--- src/rtl/host_port_arbiter.sv ---
// rtl/host_port_arbiter.sv - round-robin sharing of one host read/write byte port pair among NUM_REQ wrappers
// Optional watchdog: define HPA_WATCHDOG_EN to enable grant revocation after TIMEOUT_CYC idle cycles.

// Single-channel burst arbiter: round-robin winner selection, grant held until the owner drops enable.
module hpa_channel_arb #(
  parameter int NUM_REQ = 4
`ifdef HPA_WATCHDOG_EN
  , parameter int TIMEOUT_CYC = 4096
`endif
) (
  input  logic               clk,
  input  logic               reset,
  input  logic [NUM_REQ-1:0] enable,
`ifdef HPA_WATCHDOG_EN
  input  logic               beat,
`endif
  output logic [NUM_REQ-1:0] grant,
  output logic               timeout
);

  localparam int IW = (NUM_REQ > 1) ? $clog2(NUM_REQ) : 1;

  typedef enum logic {S_IDLE, S_BUSY} state_t;

  state_t             state_q;
  logic [NUM_REQ-1:0] grant_q;
  logic [IW-1:0]      idx_q;
  logic [IW-1:0]      ptr_q;
  logic [NUM_REQ-1:0] eligible;
  logic [IW:0]        cand;
  logic [IW-1:0]      win_idx;
  logic               win_found;
  logic [IW-1:0]      next_ptr;

`ifdef HPA_WATCHDOG_EN
  localparam int CW = $clog2(TIMEOUT_CYC + 1);
  logic [CW-1:0]      cnt_q;
  logic [NUM_REQ-1:0] blocked_q;
  logic               timeout_q;
  assign eligible = enable & ~blocked_q;
  assign timeout  = timeout_q;
`else
  assign eligible = enable;
  assign timeout  = 1'b0;
`endif

  assign grant    = grant_q;
  assign next_ptr = (idx_q == IW'(NUM_REQ - 1)) ? '0 : idx_q + 1'b1;

  // Pick the first eligible requester at or after the round-robin pointer, wrapping modulo NUM_REQ.
  always_comb begin
    cand      = '0;
    win_idx   = '0;
    win_found = 1'b0;
    for (int k = 0; k < NUM_REQ; k++) begin
      cand = {1'b0, ptr_q} + (IW+1)'(k);
      if (cand >= (IW+1)'(NUM_REQ)) cand = cand - (IW+1)'(NUM_REQ);
      if (!win_found && eligible[cand[IW-1:0]]) begin
        win_found = 1'b1;
        win_idx   = cand[IW-1:0];
      end
    end
  end

  // Channel FSM: IDLE grants a winner, BUSY holds it until the owner releases (or the watchdog revokes).
  always_ff @(posedge clk or posedge reset) begin
    if (reset) begin
      state_q   <= S_IDLE;
      grant_q   <= '0;
      idx_q     <= '0;
      ptr_q     <= '0;
`ifdef HPA_WATCHDOG_EN
      cnt_q     <= '0;
      blocked_q <= '0;
      timeout_q <= 1'b0;
`endif
    end else begin
`ifdef HPA_WATCHDOG_EN
      // A revoked requester stays ignored until it lets go of its enable.
      blocked_q <= blocked_q & enable;
`endif
      case (state_q)
        S_IDLE: begin
          if (win_found) begin
            state_q <= S_BUSY;
            grant_q <= {{(NUM_REQ-1){1'b0}}, 1'b1} << win_idx;
            idx_q   <= win_idx;
`ifdef HPA_WATCHDOG_EN
            cnt_q   <= '0;
`endif
          end
        end
        S_BUSY: begin
          if (!enable[idx_q]) begin
            state_q <= S_IDLE;
            grant_q <= '0;
            ptr_q   <= next_ptr;
          end
`ifdef HPA_WATCHDOG_EN
          else if (!beat && (cnt_q == CW'(TIMEOUT_CYC - 1))) begin
            state_q          <= S_IDLE;
            grant_q          <= '0;
            ptr_q            <= next_ptr;
            timeout_q        <= 1'b1;
            blocked_q[idx_q] <= 1'b1;
          end else if (beat) begin
            cnt_q <= '0;
          end else begin
            cnt_q <= cnt_q + 1'b1;
          end
`endif
        end
        default: begin
          state_q <= S_IDLE;
          grant_q <= '0;
        end
      endcase
    end
  end

endmodule

// Top: independent read and write arbiters plus the host-side muxing and ready routing.
module host_port_arbiter #(
  parameter int NUM_REQ     = 4,
  parameter int DATA_WID    = 8,
  parameter int TIMEOUT_CYC = 4096
) (
  input  logic                        clk,
  input  logic                        reset,
  input  logic [NUM_REQ-1:0]          req_read_enable,
  input  logic [64*NUM_REQ-1:0]       req_read_addr,
  input  logic [64*NUM_REQ-1:0]       req_read_size,
  input  logic [NUM_REQ-1:0]          req_finish_read,
  output logic [NUM_REQ-1:0]          req_read_ready,
  output logic [DATA_WID-1:0]         req_read_data,
  input  logic [NUM_REQ-1:0]          req_write_enable,
  input  logic [64*NUM_REQ-1:0]       req_write_addr,
  input  logic [64*NUM_REQ-1:0]       req_write_size,
  input  logic [DATA_WID*NUM_REQ-1:0] req_write_data,
  input  logic [NUM_REQ-1:0]          req_finish_write,
  output logic [NUM_REQ-1:0]          req_write_ready,
  output logic                        host_read_enable,
  output logic [63:0]                 host_read_addr,
  output logic [63:0]                 host_read_size,
  output logic                        host_finish_read,
  input  logic [63:0]                 host_read_ready,
  input  logic [DATA_WID-1:0]         host_read_data,
  output logic                        host_write_enable,
  output logic [63:0]                 host_write_addr,
  output logic [63:0]                 host_write_size,
  output logic [DATA_WID-1:0]         host_write_data,
  output logic                        host_finish_write,
  input  logic [63:0]                 host_write_ready,
  output logic [NUM_REQ-1:0]          rd_grant,
  output logic [NUM_REQ-1:0]          wr_grant,
  output logic                        timeout_err
);

  if (NUM_REQ < 2 || NUM_REQ > 8 || TIMEOUT_CYC < 1) begin : g_bad_params
    $error("host_port_arbiter: NUM_REQ must be 2..8 and TIMEOUT_CYC positive");
  end

  logic rd_beat;
  logic wr_beat;
  logic rd_to;
  logic wr_to;

  // The host signals a beat only when its 64-bit ready word is exactly 1.
  assign rd_beat = (host_read_ready == 64'd1);
  assign wr_beat = (host_write_ready == 64'd1);

  hpa_channel_arb #(
    .NUM_REQ     (NUM_REQ)
`ifdef HPA_WATCHDOG_EN
    , .TIMEOUT_CYC (TIMEOUT_CYC)
`endif
  ) u_rd_arb (
    .clk     (clk),
    .reset   (reset),
    .enable  (req_read_enable),
`ifdef HPA_WATCHDOG_EN
    .beat    (rd_beat),
`endif
    .grant   (rd_grant),
    .timeout (rd_to)
  );

  hpa_channel_arb #(
    .NUM_REQ     (NUM_REQ)
`ifdef HPA_WATCHDOG_EN
    , .TIMEOUT_CYC (TIMEOUT_CYC)
`endif
  ) u_wr_arb (
    .clk     (clk),
    .reset   (reset),
    .enable  (req_write_enable),
`ifdef HPA_WATCHDOG_EN
    .beat    (wr_beat),
`endif
    .grant   (wr_grant),
    .timeout (wr_to)
  );

  assign timeout_err       = rd_to | wr_to;
  assign req_read_ready    = rd_grant & {NUM_REQ{rd_beat}};
  assign req_write_ready   = wr_grant & {NUM_REQ{wr_beat}};
  assign req_read_data     = host_read_data;
  assign host_read_enable  = |(req_read_enable & rd_grant);
  assign host_finish_read  = |(req_finish_read & rd_grant);
  assign host_write_enable = |(req_write_enable & wr_grant);
  assign host_finish_write = |(req_finish_write & wr_grant);

  // One-hot grants make an OR of masked slices a plain mux that reads zero when nobody is granted.
  always_comb begin
    host_read_addr  = '0;
    host_read_size  = '0;
    host_write_addr = '0;
    host_write_size = '0;
    host_write_data = '0;
    for (int i = 0; i < NUM_REQ; i++) begin
      if (rd_grant[i]) begin
        host_read_addr = host_read_addr | req_read_addr[64*i +: 64];
        host_read_size = host_read_size | req_read_size[64*i +: 64];
      end
      if (wr_grant[i]) begin
        host_write_addr = host_write_addr | req_write_addr[64*i +: 64];
        host_write_size = host_write_size | req_write_size[64*i +: 64];
        host_write_data = host_write_data | req_write_data[DATA_WID*i +: DATA_WID];
      end
    end
  end

endmodule
--- config.mk ---
export PLATFORM = sky130hd
export DESIGN_NAME = host_port_arbiter
export DESIGN_NICKNAME = d
export VERILOG_FILES = /design/src/rtl/host_port_arbiter.sv
export SDC_FILE = /design/constraint.sdc
export NUM_CORES = 1
export LEC_CHECK = 0
export ABC_CLOCK_PERIOD_IN_PS = 2000
export BUFFER_PORTS_ARGS = -buffer_cell sky130_fd_sc_hd__buf_2
export CORE_AREA = 2 2 588 590
export CTS_BUF_LIST = sky130_fd_sc_hd__clkbuf_16
export CTS_CLUSTER_DIAMETER = 120
export DETAILED_ROUTE_END_ITERATION = 10
export DIE_AREA = 0 0 590 592
export REMOVE_ABC_BUFFERS = 1
export SLEW_MARGIN = 20
export SYNTH_ARGS = -nofsm -noshare
export SYNTH_HDL_FRONTEND = slang
export SYNTH_SLANG_ARGS = --single-unit
--- constraint.sdc ---
create_clock -name clk -period 2 [get_ports clk]
set_input_delay 0.2 -clock clk [delete_from_list [all_inputs] [get_ports clk]]
set_output_delay 0.2 -clock clk [all_outputs]
set_load 0.02 [all_outputs]
==> results.yml <==
sta:
  slew_viol_final: 0
  worst_slew_pin_slew_ns: 0.9340
  period_minus_slack_ns: 2.277
  fmax_ghz: 0.4391
  hold_viol: 0
  fin_crit_sh: 1.139
  fin_skew_ns: 0.0007517
  rsz0062_at_grt: "true"
  timing.final.ws_setup_ns: -0.2772
  slew-limit-headroom: 0.3773
  setup_viol: 143
power:
  power.switching_mw: 31.46
  p_seq_frac: 0.017
  irDropWorstVdd_mv: 0.7958
  power_density_nw_per_um2: 1833
  swShare: 0.5942
  total_power_mw: 52.94
  power_frac_clock: 0.008
  leakagePower_nw: 11.49
  combPwrFrac: 0.975
  intPower_mw: 21.48
worst_setup_path:
  startpoint_type: "flop"
  critPathArrivalTime_ns: 2.08
  slowest_delay_ns: 0.51
  cp_max_fo: 7
  cp-end-kind: "output port"
  cpMaxStageDelayCell: "dfrtp_4"
  crit_chain: "buf_12, buf_16, buf_16, buf_8, a22oi_2, nand2_2, buf_12"
  required_ns: 1.80
  crit_type: "reg -> out"
  r2r_slack_ns: 0.18
clock_network:
  cts_buffers: 3
  clockBufferDepth: 2
  clk_pin_slew_ns: 0.05
  cts_tree: "done"
  cts-hold-fix-buffers: 0
  clk_latency_ns: 0.26
  htree_levels: 1
  cts_root_buf: "clkbuf_16"
  clkSinkCount: 18
route:
  drt_iter0_drc: 1341
  wl_per_cell_um: 36.97
  first_pass_iters: 5
  antenna_left: 0
  viasPerCell: 2.603
  drc: 0
  route.vias.total: 19370
  wl_mm: 275.1
synthesis:
  yosys.area_share.simple: 0.2202
  synth_mux_area_frac: 0.01445
  synth_top_family_by_area: "compound AO/OA/AOI/OAI gates"
  syn_area_per_cell_um2: 6.363
  synthAdderAreaFrac: 0.003658
  synth-xor-area-share: 0
  synth_ff_type: "dfrtp_1"
  syn_area_um2: 6840
  ys_warn_count: 0
  async_flop_share: 1.000
  netlist_instances: 1075
  seq_area_frac_synth: 0.06585
  synth_edf_count: 0
  ys_ff_latch: 18
  synth_compound_area_frac: 0.6140
  ys_types: 38
floorplanning:
  die-area_um2: 349300
  io_pins: 1503
  core_area_um2: 342400
  die_x_um: 590
  die_h_um: 592
  initial_core_util: 0.01997
  rows: 215
global_route:
  antenna_found_initial: 343
  grt_overflow: 0
  grt_pass1_wl_mm: 303.3
  grt_pass1_vias: 17820
  grt_max_degree: 58
  track_usage: 0.1469
place:
  finalWeightedCongestion: 0.9415
  pre_cts_slack_ns: -0.9800
  placed_area_um2: 22620
  port_buffers: 1485
  hpwl_mm: 240.6
job:
  drv_cap: 0
outcome:
  run_status: "complete, but fails checks"
  violations: "setup timing"
layout:
  drive_above_1_share: 0.8409
  final_area_um2: 28880
  nets: 3892
  area_growth_pct: 322.2
hold_path:
  min_path_type: "in -> async"
## final cells by class
type                    count  area [um^2]
well taps                4557         5702
diodes                    205        513.0
flip-flops and latches     18        480.5
inverters                   5        18.77
clock buffers               3        75.07
repair buffers           1734        13910
fillers                 40250       313600
multi-input cells         918         8177
## sequential cells by signal (all words and copies together) (netlist names)
register	cells
u_wr_arb.idx_q	2
u_rd_arb.ptr_q	2
u_wr_arb.state_q	1
u_wr_arb.grant	4
u_wr_arb.ptr_q	2
u_rd_arb.grant	4
u_rd_arb.idx_q	2
u_rd_arb.state_q	1
## cell usage after synthesis (2+ instances only)
| cell type | number | area (um^2) |
|---|---|---|
| nand4_1 | 8 | 50.05 |
| or3_1 | 2 | 12.51 |
| mux2i_1 | 2 | 20.02 |
| dfrtp_1 | 18 | 450.4 |
| and2_1 | 9 | 56.30 |
| buf_1 | 8 | 30.03 |
| o2bb2ai_1 | 2 | 17.52 |
| nor3_1 | 3 | 15.01 |
| mux2_2 | 3 | 33.78 |
| nor2_1 | 5 | 18.77 |
| clkbuf_1 | 117 | 439.2 |
| o31ai_1 | 2 | 15.01 |
| a21oi_1 | 4 | 20.02 |
| nor4b_1 | 2 | 17.52 |
| ha_1 | 2 | 25.02 |
| nand2b_1 | 4 | 25.02 |
| a22oi_1 | 536 | 4024 |
| buf_4 | 9 | 67.56 |
| o21ai_0 | 4 | 20.02 |
| nand2_1 | 273 | 1025 |
| a22o_1 | 4 | 35.03 |
| nor2b_1 | 2 | 12.51 |
| mux4_2 | 2 | 45.04 |
| a311oi_1 | 2 | 17.52 |
| inv_1 | 5 | 18.77 |
| nor4_1 | 35 | 219.0 |
## critical path: cells and delay by family (launching register included)
| family | cells | cell delay [ns] |
|---|---|---|
| flip-flops | 1 | 0.51 |
| AND/OR/NAND/NOR | 1 | 0.15 |
| AO/OA/AOI/OAI | 1 | 0.32 |
| buffers and inverters | 5 | 0.77 |
## power groups by stage
stage	registers [mW]	clock network (mW)	logic [mW]
4_1_cts	0.866	0.430	49.6
6_report	0.887	0.422	51.6
3_5_place_dp	0.862	0	42.1
3_3_place_gp	0.851	0	42.2
2_1_floorplan	2.46	0	10.3
5_1_grt	0.919	0.450	54.0
## layer usage
| metal | GRT usage | wire length (um) | share of wire | up-vias |
|---|---|---|---|---|
| li1 | - | - | - | 7801 |
| met1 | 0.1379 | 86990 | 0.32 | 9026 |
| met2 | 0.2710 | 140300 | 0.51 | 1693 |
| met3 | 0.05915 | 28240 | 0.10 | 701 |
| met4 | 0.08040 | 18590 | 0.068 | 148 |
| met5 | 0.0001353 | 979 | 0.0036 | - |
## layout by cell type, fill, tap and decap left out, types with 26 or more instances in the layout
| cell | n |
|---|---|
| buf_2 | 1224 |
| diode_2 | 205 |
| nand2_1 | 107 |
| nand2_4 | 26 |
| a22oi_1 | 237 |
| buf_16 | 41 |
| buf_12 | 159 |
| buf_6 | 183 |
| a22oi_2 | 299 |
| nand2_2 | 139 |
| buf_4 | 89 |
## logic make-up after synthesis
kind of cell,after synthesis
compound gates,559
simple gates,349
buf+inv,139
flops,18
mux,7
fa+ha+maj,2
other cells,1
## stage by stage
stage / setup TNS, ns / hold slack (ns) / utilization / instances
floorplan: -335.57 / 0.1386 / - / 941
global placement: -11.98 / 0.4002 / 0.06604 / 7130
detailed placement: -10.43 / 0.4002 / 0.06604 / 7130
CTS: -19.87 / 0.2233 / 0.07606 / 7206
global route: -19.28 / 0.2342 / 0.08395 / 7388
finish: -11.72 / 0.1578 / 0.08433 / 7440
## path summary, 6_finish.rpt
check                                    start                  to  cells past startpoint
max reg2reg                  u_rd_arb.idx_q[0]   u_rd_arb.grant[3]                      4
min reg2reg                  u_wr_arb.ptr_q[0]   u_wr_arb.ptr_q[0]                      2
max in group asynchronous                reset   u_rd_arb.grant[3]                      2
min                                      reset   u_wr_arb.grant[2]                      2
max                          u_wr_arb.grant[1]  host_write_addr[6]                      7
min in group clk           req_write_enable[1]    u_wr_arb.state_q                      3
## what timing repair did
| item | in CTS | in global routing |
|---|---|---|
| setup endpoints to repair | 112 | 252 |
| cloned | 31 | 19 |
| gates resized for setup | 511 | 547 |
| pin swaps | 126 | 198 |
| buffers inserted | 46 | 21 |
(Power assumes the default switching activity.)
